==> config.mk <==
export PLATFORM = sky130hd
export DESIGN_NAME = comp_sampler_flat
export DESIGN_NICKNAME = d
export VERILOG_FILES = /design/src/rtl/comp_sampler_pkg.sv /design/src/rtl/comp_sampler_if.sv /design/src/rtl/comp_sync.sv /design/src/rtl/comp_sampler.sv /design/src/flat_wrapper.sv
export SDC_FILE = /design/constraint.sdc
export NUM_CORES = 1
export LEC_CHECK = 0
export BUFFER_PORTS_ARGS = -buffer_cell sky130_fd_sc_hd__buf_2
export CAP_MARGIN = 20
export CORE_MARGIN = 3
export CORE_UTILIZATION = 59
export CTS_CLUSTER_SIZE = 40
export DETAILED_ROUTE_END_ITERATION = 10
export PLACE_DENSITY_LB_ADDON = 0.15
export SYNTH_ARGS = -nofsm -noshare
export SYNTH_HDL_FRONTEND = slang
export SYNTH_SLANG_ARGS = --single-unit
==> constraint.sdc <==
create_clock -name clock -period 6.1 [get_ports clock]
set_input_delay 0.915 -clock clock [delete_from_list [all_inputs] [get_ports clock]]
set_output_delay 0.915 -clock clock [all_outputs]
set_load 0.005 [all_outputs]
==> src/rtl/comp_sampler_pkg.sv <==
// Shared definitions for the comparator sampler: filter FSM encoding,
// event-type constants and a small level-decode helper.
package comp_sampler_pkg;

    typedef enum logic [1:0] {
        ST_LOW    = 2'd0,
        PEND_HIGH = 2'd1,
        ST_HIGH   = 2'd2,
        PEND_LOW  = 2'd3
    } state_t;

    localparam logic EVT_RISE = 1'b1;
    localparam logic EVT_FALL = 1'b0;

    // The filtered level is high while settled high or while a fall is
    // still being qualified.
    function automatic logic state_is_high(state_t s);
        return (s == ST_HIGH) || (s == PEND_LOW);
    endfunction

endpackage

==> src/rtl/comp_sampler_if.sv <==
// Event output channel of the comparator sampler: valid/ready handshake
// carrying edge type and timestamp, plus the sticky dropped-event flag.
interface comp_sampler_if #(
    parameter int CNT_W = 16
) ();

    logic             evt_valid;
    logic             evt_ready;
    logic             evt_type;
    logic [CNT_W-1:0] evt_time;
    logic             evt_ovf;

    modport master (
        output evt_valid,
        output evt_type,
        output evt_time,
        output evt_ovf,
        input  evt_ready
    );

    modport slave (
        input  evt_valid,
        input  evt_type,
        input  evt_time,
        input  evt_ovf,
        output evt_ready
    );

endinterface

==> src/rtl/comp_sync.sv <==
// Multi-flop synchroniser bringing the asynchronous comparator output
// into the clock domain. Only the last stage is used downstream.
module comp_sync #(
    parameter int SYNC_STAGES = 2
) (
    input  logic clock,
    input  logic resetb,
    input  logic async_in,
    output logic samp
);

    logic [SYNC_STAGES-1:0] sync_q;

    // Shift the raw comparator level through the synchroniser chain.
    always_ff @(posedge clock or negedge resetb) begin
        if (!resetb) begin
            sync_q <= '0;
        end else begin
            sync_q <= {sync_q[SYNC_STAGES-2:0], async_in};
        end
    end

    assign samp = sync_q[SYNC_STAGES-1];

endmodule

==> src/rtl/comp_sampler.sv <==
// Comparator sampler: synchronises comp_in, glitch-filters it with a
// programmable stable-cycle count, reports accepted edges as pulses,
// saturating counts and a one-deep event register with overflow flag.
// Optional build macro COMP_SAMPLER_TIMESTAMP_EN adds a free-running
// timer whose value is captured into evt_time; otherwise evt_time is 0.
// The evt interface instance must be built with the same CNT_W.
module comp_sampler
    import comp_sampler_pkg::*;
#(
    parameter int SYNC_STAGES = 2,
    parameter int FILT_W      = 8,
    parameter int CNT_W       = 16
) (
    input  logic              clock,
    input  logic              resetb,
    input  logic              comp_in,
    input  logic              enable,
    input  logic [FILT_W-1:0] filt_len,
    input  logic              clear,
    output logic              level_o,
    output logic              rise_o,
    output logic              fall_o,
    output logic [CNT_W-1:0]  rise_cnt,
    output logic [CNT_W-1:0]  fall_cnt,
    comp_sampler_if.master    evt
);

    logic              samp;
    state_t            state, state_nxt;
    logic [FILT_W-1:0] filt_cnt, filt_cnt_nxt;
    logic [FILT_W-1:0] filt_lim, filt_lim_nxt;
    logic              accept_rise, accept_fall;
    logic [CNT_W-1:0]  stamp;

    comp_sync #(
        .SYNC_STAGES (SYNC_STAGES)
    ) u_sync (
        .clock    (clock),
        .resetb   (resetb),
        .async_in (comp_in),
        .samp     (samp)
    );

`ifdef COMP_SAMPLER_TIMESTAMP_EN
    logic [CNT_W-1:0] timer;

    // Free-running wrapping timer, only reset clears it.
    always_ff @(posedge clock or negedge resetb) begin
        if (!resetb) begin
            timer <= '0;
        end else begin
            timer <= timer + CNT_W'(1);
        end
    end

    assign stamp = timer;
`else
    assign stamp = '0;
`endif

    // Filter FSM next state; the limit is latched on pending entry so later
    // filt_len changes do not disturb a qualification already in progress.
    always_comb begin
        state_nxt    = state;
        filt_cnt_nxt = filt_cnt;
        filt_lim_nxt = filt_lim;
        accept_rise  = 1'b0;
        accept_fall  = 1'b0;
        if (!enable) begin
            state_nxt    = samp ? ST_HIGH : ST_LOW;
            filt_cnt_nxt = '0;
        end else begin
            case (state)
                ST_LOW: begin
                    if (samp) begin
                        state_nxt    = PEND_HIGH;
                        filt_cnt_nxt = '0;
                        filt_lim_nxt = filt_len;
                    end
                end
                PEND_HIGH: begin
                    if (!samp) begin
                        state_nxt = ST_LOW;
                    end else if (filt_cnt == filt_lim) begin
                        state_nxt   = ST_HIGH;
                        accept_rise = 1'b1;
                    end else begin
                        filt_cnt_nxt = filt_cnt + FILT_W'(1);
                    end
                end
                ST_HIGH: begin
                    if (!samp) begin
                        state_nxt    = PEND_LOW;
                        filt_cnt_nxt = '0;
                        filt_lim_nxt = filt_len;
                    end
                end
                PEND_LOW: begin
                    if (samp) begin
                        state_nxt = ST_HIGH;
                    end else if (filt_cnt == filt_lim) begin
                        state_nxt   = ST_LOW;
                        accept_fall = 1'b1;
                    end else begin
                        filt_cnt_nxt = filt_cnt + FILT_W'(1);
                    end
                end
                default: state_nxt = ST_LOW;
            endcase
        end
    end

    // FSM registers and the edge pulses, registered on the same edge as the level.
    always_ff @(posedge clock or negedge resetb) begin
        if (!resetb) begin
            state    <= ST_LOW;
            filt_cnt <= '0;
            filt_lim <= '0;
            rise_o   <= 1'b0;
            fall_o   <= 1'b0;
        end else begin
            state    <= state_nxt;
            filt_cnt <= filt_cnt_nxt;
            filt_lim <= filt_lim_nxt;
            rise_o   <= accept_rise;
            fall_o   <= accept_fall;
        end
    end

    assign level_o = state_is_high(state);

    // Saturating edge counters; clear wins over a same-cycle edge.
    always_ff @(posedge clock or negedge resetb) begin
        if (!resetb) begin
            rise_cnt <= '0;
            fall_cnt <= '0;
        end else if (clear) begin
            rise_cnt <= '0;
            fall_cnt <= '0;
        end else begin
            if (accept_rise && (rise_cnt != '1)) begin
                rise_cnt <= rise_cnt + CNT_W'(1);
            end
            if (accept_fall && (fall_cnt != '1)) begin
                fall_cnt <= fall_cnt + CNT_W'(1);
            end
        end
    end

    // One-deep event register: load when free or emptied this cycle, else flag a drop.
    always_ff @(posedge clock or negedge resetb) begin
        if (!resetb) begin
            evt.evt_valid <= 1'b0;
            evt.evt_type  <= 1'b0;
            evt.evt_time  <= '0;
            evt.evt_ovf   <= 1'b0;
        end else if (clear) begin
            evt.evt_valid <= 1'b0;
            evt.evt_ovf   <= 1'b0;
        end else if (accept_rise || accept_fall) begin
            if (!evt.evt_valid || evt.evt_ready) begin
                evt.evt_valid <= 1'b1;
                evt.evt_type  <= accept_rise ? EVT_RISE : EVT_FALL;
                evt.evt_time  <= stamp;
            end else begin
                evt.evt_ovf   <= 1'b1;
            end
        end else if (evt.evt_valid && evt.evt_ready) begin
            evt.evt_valid <= 1'b0;
        end
    end

endmodule

==> src/flat_wrapper.sv <==
// flat-port wrapper written by rule: the top's interface ports become plain ports
module comp_sampler_flat import comp_sampler_pkg::*;
#(
    parameter int SYNC_STAGES = 2,
    parameter int FILT_W      = 8,
    parameter int CNT_W       = 16
)
  (clock, resetb, comp_in, enable, filt_len, clear, level_o, rise_o, fall_o, rise_cnt, fall_cnt, evt_evt_valid, evt_evt_type, evt_evt_time, evt_evt_ovf, evt_evt_ready);
  comp_sampler_if #(.CNT_W(CNT_W)) evt_i ();
  input  logic clock;
  input  logic resetb;
  input  logic comp_in;
  input  logic enable;
  input  logic [FILT_W-1:0] filt_len;
  input  logic clear;
  output logic level_o;
  output logic rise_o;
  output logic fall_o;
  output logic [CNT_W-1:0] rise_cnt;
  output logic [CNT_W-1:0] fall_cnt;
  output wire logic [$bits(evt_i.evt_valid)-1:0] evt_evt_valid;
  output wire logic [$bits(evt_i.evt_type)-1:0] evt_evt_type;
  output wire logic [$bits(evt_i.evt_time)-1:0] evt_evt_time;
  output wire logic [$bits(evt_i.evt_ovf)-1:0] evt_evt_ovf;
  input wire logic [$bits(evt_i.evt_ready)-1:0] evt_evt_ready;
  assign evt_evt_valid = evt_i.evt_valid;
  assign evt_evt_type = evt_i.evt_type;
  assign evt_evt_time = evt_i.evt_time;
  assign evt_evt_ovf = evt_i.evt_ovf;
  assign evt_i.evt_ready = evt_evt_ready;
  comp_sampler #(.SYNC_STAGES(SYNC_STAGES), .FILT_W(FILT_W), .CNT_W(CNT_W)) u_core (.clock(clock), .resetb(resetb), .comp_in(comp_in), .enable(enable), .filt_len(filt_len), .clear(clear), .level_o(level_o), .rise_o(rise_o), .fall_o(fall_o), .rise_cnt(rise_cnt), .fall_cnt(fall_cnt), .evt(evt_i));
endmodule
==> results.md, run 1 <==
Setup path:
- At the worst endpoint, the arrival time is 3030 ps.
- The instance count on the critical path is 5.
- The top fanout value on the critical path is 20.
- The category of the critical setup timing path is flip-flop to flip-flop.
- The endpoint required time on the critical path is 6320 ps.
- The number of buffers and inverters on the critical path is 0.
- The worst setup path is captured at a flip-flop.
- The kind of cell with the highest combined delay along the critical path is simple AND/OR/NAND/NOR gates.
- The slowest stage of the critical path is the nand4b_1 cell.
- For this run, the slowest stage of the critical path takes 690 ps.
- The critical path goes through xnor2_1 > and4_1 > nand4b_1 > nor4_1 > mux2_1.
- Setup slack on the worst reg-to-reg path comes out at 3290 ps.
- The count of cells along the worst register-to-register path is 5.
- The startpoint class of the critical path is a flip-flop.

Timing:
- Headroom to the max-slew limit came out at 47.4%.
- The number of setup violations in the final report is 0.
- The achievable clock frequency is 356 MHz.
- The slew at the pin with the worst max-slew slack is 785 ps.
- The count of final max-slew check failures is 0.
- Setup repair after global routing left no endpoint under its margin.
- The hold violation total from the final report is 0.
- For the final routed database, the setup TNS stands at 0 ps.
- The share of the clock period used by the worst path after layout is a little under half.
- The worst path needs 2810 ps of the cycle, external delays included.
- The worst clock skew is 5.19 ps.

Yosys:
- The synthesized area per cell is roughly 9.5 um2.
- Counting instances in the post-synthesis netlist gives the leading cell types as 57 x dfrtp_1, 26 x a21oi_1, 26 x nand3_1, 19 x nand2_1, 17 x buf_4.
- The number of synthesized register bits is 57.
- The most used flip-flop cell after synthesis is dfrtp_1.
- The cell count after synthesis came out at about 340.
- The synthesized area is 3240 um2.
- Yosys instantiated no cell more often than dfrtp_1.
- dfrtp_1 takes more of the synthesized area than any other cell.
- The area share of the leading cell type in the synthesized netlist is 44.0%.
- The part of the Yosys area used for sequential elements is 44.0%.
- In the synthesized netlist the async set-or-reset flop fraction comes to 100%.
- The number of warnings reported in the yosys synthesis log is 0.
- By area the synthesized netlist is led by dfrtp_1 44%, a21oi_1 4.0%, nand3_1 4.0%, buf_4 3.9%, or4_1 3.7%.
- The number of enable flip-flop cells after synthesis is 0.
- After synthesis, the netlist uses 48 different library cells.

Final layout:
- The repair_antennas step left the layout with diodes totalling 0.
- The utilization after layout is 70.2%.
- The finished cells cover about 3700 um2.
- The layout filler cell count is 403.
- The layout overhead on the synthesized area is 12.8%.
- The post-route netlist has 19.9% of its cells at a drive strength greater than 1.
- The net total in the final layout is 401.

Power and ir drop:
- The design draws around 900 uW.
- The worst-case vdd ir drop is around 170 uV.
- The standby leakage power is 1.64 nW.
- Dividing total power by cell area gives a power density of approximately 250 nW/um2.

Clocking:
- The CTS tree is yes.
- After clock tree synthesis, the clock-pin slew on the worst setup and hold paths is 70 ps.
- At the later pin of the worst-skew pair, clock insertion delay measures 340 ps.
- The number of clock buffers added by TritonCTS is 9.
- The clock root buffer is clkbuf_8.
- The number of levels the H-tree was split into is 3.
- Hold repair after CTS inserted 0 buffers.
- The buffer count from post-CTS setup fixing is 0.
- The post-cts repair resize count is 0.
- Counting along the longest clock path gives a buffer depth of 2.
- The clock net in this run drives a total of 57 sinks.

Placed design:
- After detailed placement, the total cell area comes to 3440 um2.
- The post-DP HPWL is 4900 um.
- The count of input and output buffers is 51.
- The congestion estimate from routability-driven global placement came to 0.854.

Worst hold path:
- The min-delay analysis places its worst path in the category flip-flop to flip-flop.
- The number of cells on the worst hold path is 0.

Floorplan:
- In this run the vertical extent of the chip is 80.1 um.
- The I/O pin count is just under 70.
- The core region is 5200 um2.
- The standard-cell row count is 26.
- The die outline area is 6420 um2.
- The starting density of the core is roughly 62%.
- The die is 80.1 um wide.

Drt:
- The number of DRC markers after the initial detailed-route iteration is 172.
- The first-pass iteration count of the detailed router is 4.
- Using the TritonRoute via totals, the vias-per-cell ratio works out to 6.07.
- The total number of vias is ~2800.
- Summed over all layers, the routed wires come to 7350 um.
- The residual DRC count is 0.
- The count of nets left with antenna violations once routing finished came out at 0.
- Dividing the detail-routed wire length by the instance count gives ~16 um.

Global route:
- The number of global-route vias before repair came to 2510.
- Global routing used 24.3% of the available tracks across all layers.
- The total congestion overflow is 0.
- The number of antenna violations at the first check in global routing is 0.
- The wire length of the first global-routing pass is approximately 12000 um.
- The pin count of the biggest net entering global routing is 58.

Run:
- The tool flagged a number of max-cap violations equal to 0.

Outcome:
- The run finished with clean final reports.
-- logic make-up (layout without fill, tap and decap cells) --
| family | count (synthesis) | in the layout | share of synthesized area, % |
|---|---|---|---|
| other | 1 | 16 | 0.116 |
| AO/OA/AOI/OAI | 71 | 71 | 13.9 |
| AND/OR/NAND/NOR | 137 | 137 | 24.4 |
| adder cells (fa/ha/maj) | 3 | 3 | 1.16 |
| XOR/XNOR | 10 | 10 | 2.93 |
| buffers and inverters | 46 | 76 | 7.57 |
| multiplexers | 17 | 17 | 5.91 |
| flip-flops | 57 | 57 | 44.0 |
-- cell usage in the layout (no fill, tap or decap), types with 3 or more instances in the layout --
cell      synthesis  routed
a21oi_1          26      26
and2_1            4       4
and3_1            5       5
and4_1            6       6
buf_2             7      51
clkbuf_8          0      11
conb_1            1      16
dfrtp_1          57      57
ha_1              3       3
inv_1             9       9
mux2_1            9       9
mux2_2            8       8
nand2_1          19      19
nand3_1          26      26
nand4_1          12      12
nor2_1           13      13
nor2b_1           8       8
nor3_1            6       6
nor4_1            6       6
o211ai_1          3       3
o21ai_0           3       3
o21ai_1           8       8
o31ai_1          10      10
o41ai_1           5       5
or3_1             8       8
or4_1            16      16
xnor2_1           8       8
-- area by class of cell --
type / count / area [um2] / area share [%]
clock inverters: 3 / 65.1 / 1.78
clock buffers: 11 / 151 / 4.14
repair buffers: 52 / 263 / 7.19
well taps: 70 / 87.6 / 2.40
multi-input cells: 254 / 1630 / 44.5
flip-flops and latches: 57 / 1430 / 39.0
inverters: 10 / 37.5 / 1.03
-- state kept, by name (all words and copies together), names as in the netlist, named ones only --
signal / flops
u_core.evt.evt_ovf: 1
u_core.evt.evt_type: 1
u_core.evt.evt_valid: 1
u_core.fall_cnt: 16
u_core.fall_o: 1
u_core.filt_cnt: 8
u_core.filt_lim: 8
u_core.rise_cnt: 16
u_core.rise_o: 1
u_core.state: 1
u_core.u_sync.sync_q: 2
-- through the flow --
step / std cells / setup WS, ps / hold WS [ps]
floorplan: 357 / 3810 / 331
global placement: 443 / 3020 / 339
detailed placement: 443 / 2930 / 347
CTS: 457 / 3290 / 361
global route: 457 / 3090 / 366
finish: 457 / 3290 / 356
-- report_power, final --
part           switching [mW]  internal [mW]
clock                   0.149          0.247
combinational          0.0538         0.0396
sequential             0.0200          0.398
total                   0.223          0.685
-- worst register-to-register path: stages, from the launching register on --
cell and delay [ps]:
dfrtp_1 440, xnor2_1 230, and4_1 450, nand4b_1 690
nor4_1 520, mux2_1 360
-- final timing paths --
kind	startpoint	to
max	u_core.filt_cnt[4]$_DFFE_PN0P_	u_core.fall_cnt[9]$_DFFE_PN0P_
min	u_core.u_sync.sync_q[0]$_DFF_PN0_	u_core.u_sync.sync_q[1]$_DFF_PN0_
max reg2reg	u_core.filt_cnt[4]$_DFFE_PN0P_	u_core.fall_cnt[9]$_DFFE_PN0P_
min reg2reg	u_core.u_sync.sync_q[0]$_DFF_PN0_	u_core.u_sync.sync_q[1]$_DFF_PN0_
max in group asynchronous	resetb	u_core.state[0]$_DFFE_PN0P_
min in group asynchronous	resetb	u_core.fall_cnt[5]$_DFFE_PN0P_
-- layer usage --
layer / part of all wire [%] / vias to the layer above / GRT usage, %
met4: 1.3 / 0 / 9.80
li1: - / 1336 / -
met2: 48 / 80 / 37.1
met5: 0 / - / 0
met3: 5.1 / 9 / 5.27
met1: 45 / 1351 / 33.7
Note: power is estimated with default switching activity, not from simulation.
==> run 2: changes to the inputs <==
Settings changed: CORE_UTILIZATION 59 to 50.
Clock period 6.1 ns to 2.48 ns, I/O delays scaled along.
==> results.md, run 2 (same netlist as run 1, synthesis figures left out) <==
Timing:
- The total negative setup slack came to 0 ps (unchanged).
- The count of final max-slew check failures is 0 (unchanged).
- The share of the clock period used by the worst path after layout is 92.0% (was 46.0%).
- The setup slack after layout came to 199 ps (was 3290 ps).
- The worst clock skew is 11.9 ps (was 5.19 ps).
- The achievable clock frequency was 438 MHz (was 356 MHz).
- The slew at the pin with the worst max-slew slack came to 735 ps (was 785 ps).
- The number of setup violations in the final report came to 0 (unchanged).
- The final-layout worst hold slack came to 57.8 ps (was 356 ps).
- RSZ-0062 raised after global routing: no (unchanged).
- The time the final worst path needs with I/O delays and setup was 2280 ps (was 2810 ps).
- The normalized max-slew margin is 50.6% (was 47.4%).
- The hold violation total from the final report is 0 (unchanged).

Drt:
- The number of DRC markers after the initial detailed-route iteration is 198 (was 172).
- The first-pass iteration count of the detailed router came to 4 (unchanged).
- The overall routed net length is 7670 um (was 7350 um).
- The ratio of routed vias to standard cells is 6.06 (was 6.07).
- The average wire length per cell after detail routing is 16.3 um (was 16.1 um).
- The residual antenna-violating net count after detailed routing is 0 (unchanged).
- The total number of vias is 2847 (was 2776).
- The residual DRC count is 0 (unchanged).

Power and ir drop:
- The worst-case vdd ir drop is 441 uV (was 166 uV).
- The standby leakage power was 1.66 nW (was 1.64 nW).
- The power per cell area was 584 nW/um2 (was 248 nW/um2).

Final layout:
- The utilization after layout is 60.9% (was 70.2%).
- The antenna diode instance count is 0 (unchanged).
- The net total in the final layout was 407 (was 401).
- The leading cell type in the layout, fill and taps excluded is dfrtp_1 (unchanged).
- Most used cells in the layout excluding fill and tap cells: 57 x dfrtp_1, 51 x buf_2, 26 x nand3_1, 26 x a21oi_1, 19 x nand2_1 (unchanged).
- The combined flip-flop and latch cell area was 1430 um2 (unchanged).
- The layout overhead on the synthesized area is 14.5% (was 12.8%).
- The multi-input logic area is 1630 um2 (unchanged).
- The layout filler cell count was 526 (was 403).
- Largest registers in the final layout: u_core.fall_cnt x16, u_core.rise_cnt x16 (unchanged).
- The share of cells above drive strength 1 was 21.3% (was 19.9%).

Clocking:
- The total of hold buffers inserted after clock tree synthesis was 0 (unchanged).
- The buffer count from post-CTS setup fixing is 0 (unchanged).
- The number of levels the H-tree was split into is 3 (unchanged).
- The post-cts repair resize count was 0 (unchanged).
- The CTS tree is yes (unchanged).
- The maximum count of clock buffers along a single path is 2 (unchanged).
- The number of sinks on the clock net is 57 (unchanged).
- The clock root buffer is clkbuf_8 (unchanged).
- The TritonCTS buffer count came to 9 (unchanged).
- The clock latency on the worst-skew pair is 340 ps (about the same).
- The clock transition at the register clock pins on the worst setup and hold paths after CTS was 70 ps (about the same).

Global route:
- The pin count of the biggest net entering global routing came to 32 (was 58).
- The number of antenna violations at the first check in global routing came to 0 (unchanged).
- The total congestion overflow is 0 (unchanged).
- The number of global-route vias before repair came to 2589 (was 2510).
- The wire length of the first global-routing pass is 12700 um (was 12000 um).
- The global-route total usage across every layer is 21.3% (was 24.3%).

Setup path:
- The endpoint required time on the critical path is 2700 ps (was 6320 ps).
- The reg-to-reg endpoint is u_core.rise_cnt[7]$_DFFE_PN0P_ (was u_core.fall_cnt[9]$_DFFE_PN0P_).
- The category of the critical setup timing path is flip-flop to flip-flop (unchanged).
- The kind of end point of the critical path is a flip-flop (unchanged).
- The startpoint class of the critical path is a flip-flop (unchanged).
- The count of cells along the worst register-to-register path is 5 (unchanged).
- The reg2reg setup slack came to 200 ps (was 3290 ps).
- The top fanout value on the critical path came to 9 (was 20).
- The beginning of the worst register-to-register path is u_core.filt_cnt[0]$_DFFE_PN0P_ (was u_core.filt_cnt[4]$_DFFE_PN0P_).
- The worst endpoint data arrival time was 2500 ps (was 3030 ps).

Outcome:
- Outcome: complete, no violations (unchanged).

Floorplan:
- The standard-cell row count is 28 (was 26).
- The starting density of the core is 53.2% (was 62.3%).
- The I/O pin count was 68 (unchanged).
- The area inside the core boundary is 6100 um2 (was 5200 um2).
- The die span in x is 86.5 um (was 80.1 um).
- The height of the die was 86.5 um (was 80.1 um).
- The die outline area is 7480 um2 (was 6420 um2).

Run:
- The number of violations of the max-capacitance limit is 0 (unchanged).

Placed design:
- The count of input and output buffers is 51 (unchanged).
- The post-DP HPWL came to 5270 um (was 4900 um).
- The post-placement setup slack is 254 ps (was 2930 ps).
- The final RePlAce weighted congestion came to 0.883 (was 0.854).

Worst hold path:
- The type of the worst min-delay path is input port to async pin (was flip-flop to flip-flop).
run 2: changes by cell type in the layout (fill, tap and decap cells not counted):
cell / delta
buf_4: +5
buf_12: +1
bufinv_16: -1
clkbuf_1: +1
clkinv_4: +1
clkinvlp_4: +1
run 2: critical path, stage by stage, from the launching register on:
cell	delay [ps]
dfrtp_1	460
xnor2_1	290
and4_1	420
nand4_1	370
a21oi_1	280
mux2_1	340
run 2: worst max path at each step:
| stage | start | endpoint |
|---|---|---|
| 2_1_floorplan | u_core.filt_cnt[4]$_DFFE_PN0P_ | u_core.fall_cnt[11]$_DFFE_PN0P_ |
| 3_3_place_gp | u_core.filt_cnt[0]$_DFFE_PN0P_ | u_core.rise_cnt[5]$_DFFE_PN0P_ |
| 3_5_place_dp | u_core.filt_cnt[0]$_DFFE_PN0P_ | u_core.rise_cnt[4]$_DFFE_PN0P_ |
| 4_1_cts | u_core.filt_cnt[0]$_DFFE_PN0P_ | u_core.rise_cnt[3]$_DFFE_PN0P_ |
| 5_1_grt | u_core.filt_cnt[0]$_DFFE_PN0P_ | u_core.rise_cnt[12]$_DFFE_PN0P_ |
| 6_report | u_core.filt_cnt[0]$_DFFE_PN0P_ | u_core.rise_cnt[7]$_DFFE_PN0P_ |
run 2: where the power goes:
part	leakage, nW	internal, mW	switching, mW
sequential	0.770	0.980	0.0525
combinational	0.789	0.103	0.134
clock	0.103	0.519	0.379
total	1.66	1.60	0.566
run 2: final cells by class:
| type | count | area share (%) |
|---|---|---|
| multi-input combinational | 254 | 43.8 |
| sequential | 57 | 38.4 |
| timing repair buffer | 58 | 8.63 |
| clock buffer | 12 | 4.18 |
| tap | 75 | 2.53 |
| clock inverter | 4 | 1.38 |
| inverter | 10 | 1.01 |
run 2: routing by layer:
| layer | vias to the layer above | GRT usage (%) | part of all wire (%) |
|---|---|---|---|
| met4 | 0 | 8.07 | 1.3 |
| met3 | 9 | 3.90 | 6.9 |
| li1 | 1351 | - | - |
| met5 | - | 0 | 0 |
| met2 | 98 | 32.8 | 46 |
| met1 | 1389 | 30.0 | 46 |
run 2: stage by stage:
| stage | area (um2) | power [mW] | std cells |
|---|---|---|---|
| final | 3710 | 2.17 | 470 |
| after global routing | 3710 | 2.27 | 470 |
| after CTS | 3710 | 2.19 | 470 |
| after detailed placement | 3500 | 1.28 | 454 |
| after global placement | 3500 | 1.28 | 454 |
| after floorplan | 3300 | 1.23 | 357 |
==> run 3: changes to the inputs <==
Settings changed: CORE_MARGIN 3 to 5.
==> results.md, run 3 (same netlist as run 1, synthesis figures left out) <==
Placed design:
- The placement-stage cell area is 3490 um2 (was 3500 um2).
- The number of cells after detailed placement is 456 (was 454).
- The final RePlAce weighted congestion was 0.873 (was 0.883).
- The post-placement setup slack is 245 ps (was 254 ps).
- The post-DP HPWL is 5330 um (was 5270 um).
- The count of input and output buffers came to 51 (unchanged).

Setup path:
- The worst endpoint data arrival time was 2510 ps (was 2500 ps).
- The number of buffer and inverter instances along the worst setup path is 0 (unchanged).
- The endpoint required time on the critical path is 2740 ps (was 2700 ps).
- The kind of end point of the critical path is a flip-flop (unchanged).
- The largest stage delay on the critical path is 510 ps (was 460 ps).
- The top fanout value on the critical path is 9 (unchanged).
- The category of the critical setup timing path is flip-flop to flip-flop (unchanged).
- The startpoint class of the critical path is a flip-flop (unchanged).
- The family of cells with the greatest summed delay on the critical path is simple AND/OR/NAND/NOR gates (unchanged).
- The standard cell with the maximum stage delay on the critical path is or4_1 (was dfrtp_1).
- Critical path, cell by cell: xnor2_1 > and4_1 > nand4_1 > or4_1 > a21oi_1 (was xnor2_1 > and4_1 > nand4_1 > a21oi_1 > mux2_1).

Floorplan:
- The I/O pin count is 68 (unchanged).
- The die span in x is 90.5 um (was 86.5 um).
- The die outline area came to 8190 um2 (was 7480 um2).
- The height of the die was 90.5 um (was 86.5 um).
- The area inside the core boundary is 6310 um2 (was 6100 um2).
- The standard-cell row count is 29 (was 28).
- The starting density of the core is 51.3% (was 53.2%).

Global route:
- The number of global-route vias before repair is 2666 (was 2589).
- The pin count of the biggest net entering global routing is 37 (was 32).
- The global-route total usage across every layer came to 18.7% (was 21.3%).
- The total congestion overflow is 0 (unchanged).
- The number of antenna violations at the first check in global routing is 0 (unchanged).
- The wire length of the first global-routing pass was 12800 um (was 12700 um).

Final layout:
- The post-layout instance area came to 3680 um2 (was 3710 um2).
- The share of cells above drive strength 1 was 20.8% (was 21.3%).
- The leading cell type in the layout, fill and taps excluded is dfrtp_1 (unchanged).
- The layout overhead on the synthesized area was 13.6% (was 14.5%).
- Largest registers in the final layout: u_core.fall_cnt x16, u_core.rise_cnt x16 (unchanged).
- The number of standard cells in the final layout excluding fillers is 472 (was 470).
- The antenna diode instance count is 0 (unchanged).
- The net total in the final layout is 407 (unchanged).
- Most used cells in the layout excluding fill and tap cells: 57 x dfrtp_1, 51 x buf_2, 26 x nand3_1, 26 x a21oi_1, 19 x nand2_1 (unchanged).

Timing:
- The total negative setup slack is 0 ps (unchanged).
- The time the final worst path needs with I/O delays and setup is 2260 ps (was 2280 ps).
- The achievable clock frequency came to 443 MHz (was 438 MHz).
- The setup slack after layout was 225 ps (was 199 ps).
- The normalized max-slew margin is 45.6% (was 50.6%).
- The count of final max-slew check failures is 0 (unchanged).
- RSZ-0062 raised after global routing: no (unchanged).
- The share of the clock period used by the worst path after layout is 90.9% (was 92.0%).
- The hold violation total from the final report is 0 (unchanged).
- The worst clock skew is 8.28 ps (was 11.9 ps).
- The number of setup violations in the final report came to 0 (unchanged).
- The slew at the pin with the worst max-slew slack is 817 ps (was 735 ps).

Clocking:
- The number of levels the H-tree was split into is 3 (unchanged).
- The buffer count from post-CTS setup fixing is 0 (unchanged).
- The maximum count of clock buffers along a single path is 2 (unchanged).
- The clock root buffer is clkbuf_8 (unchanged).
- The total of hold buffers inserted after clock tree synthesis is 0 (unchanged).
- The post-cts repair resize count is 0 (unchanged).
- The CTS tree is yes (unchanged).
- The number of sinks on the clock net is 57 (unchanged).
- The clock latency on the worst-skew pair is 340 ps (about the same).
- The clock transition at the register clock pins on the worst setup and hold paths after CTS is 70 ps (about the same).
- The TritonCTS buffer count is 9 (unchanged).

Drt:
- The overall routed net length is 7410 um (was 7670 um).
- The ratio of routed vias to standard cells is 5.92 (was 6.06).
- The residual DRC count is 0 (unchanged).
- The residual antenna-violating net count after detailed routing is 0 (unchanged).
- The number of DRC markers after the initial detailed-route iteration is 193 (was 198).
- The average wire length per cell after detail routing was 15.7 um (was 16.3 um).
- The first-pass iteration count of the detailed router is 4 (unchanged).
- The total number of vias was 2793 (was 2847).

Power and ir drop:
- The standby leakage power is 1.65 nW (was 1.66 nW).
- The power per cell area is 574 nW/um2 (was 584 nW/um2).
- The worst-case vdd ir drop is 317 uV (was 441 uV).

Worst hold path:
- The type of the worst min-delay path is input port to async pin (unchanged).

Outcome:
- Outcome: complete, no violations (unchanged).

Run:
- The number of violations of the max-capacitance limit was 0 (unchanged).
-- run 3: through the flow --
step / hold WS (ps) / utilization [%] / power, mW
floorplan: 76.4 / - / 1.23
global placement: 336 / 55.3 / 1.27
detailed placement: 341 / 55.3 / 1.28
CTS: 124 / 58.3 / 2.13
global route: 142 / 58.3 / 2.20
finish: 122 / 58.3 / 2.11
-- run 3: final cells by class --
cell class | count | area (um2)
fill | 540 | 2630
multi-input combinational | 254 | 1630
sequential | 57 | 1430
timing repair buffer | 58 | 308
clock buffer | 13 | 149
tap | 77 | 96.3
clock inverter | 3 | 40.0
inverter | 10 | 37.5
-- run 3: worst paths after layout --
check	from	end	slack [ps]	cells after the start
max in group asynchronous	resetb	u_core.filt_lim[7]$_DFFE_PN0P_	1600	2
worst min-delay path	resetb	u_core.fall_cnt[10]$_DFFE_PN0P_	120	1
worst max-delay path	u_core.filt_cnt[0]$_DFFE_PN0P_	u_core.rise_cnt[15]$_DFFE_PN0P_	220	5
worst max register to register	u_core.filt_cnt[0]$_DFFE_PN0P_	u_core.rise_cnt[15]$_DFFE_PN0P_	220	5
worst min register to register	u_core.u_sync.sync_q[0]$_DFF_PN0_	u_core.u_sync.sync_q[1]$_DFF_PN0_	350	0
min in group clock	comp_in	u_core.u_sync.sync_q[0]$_DFF_PN0_	140	1
-- run 3: power breakdown --
part	switching, mW	internal (mW)	total, mW
logic	0.131	0.102	0.233
registers	0.0504	0.980	1.03
clock network	0.362	0.489	0.851
total	0.543	1.57	2.11
-- run 3: worst reg2reg max path, cell delays in order (launching register included) --
cell	delay, ps
dfrtp_1	460
xnor2_1	280
and4_1	420
nand4_1	370
or4_1	510
a21oi_1	150
-- run 3: routing by layer --
layer,part of all wire (%),wire [um],vias to the layer above,GRT usage [%]
li1,-,-,1354,-
met1,45,3310,1346,24.9
met2,48,3550,85,29.8
met3,5.9,437,8,3.42
met4,1.6,115,0,7.69
met5,0,0,-,0
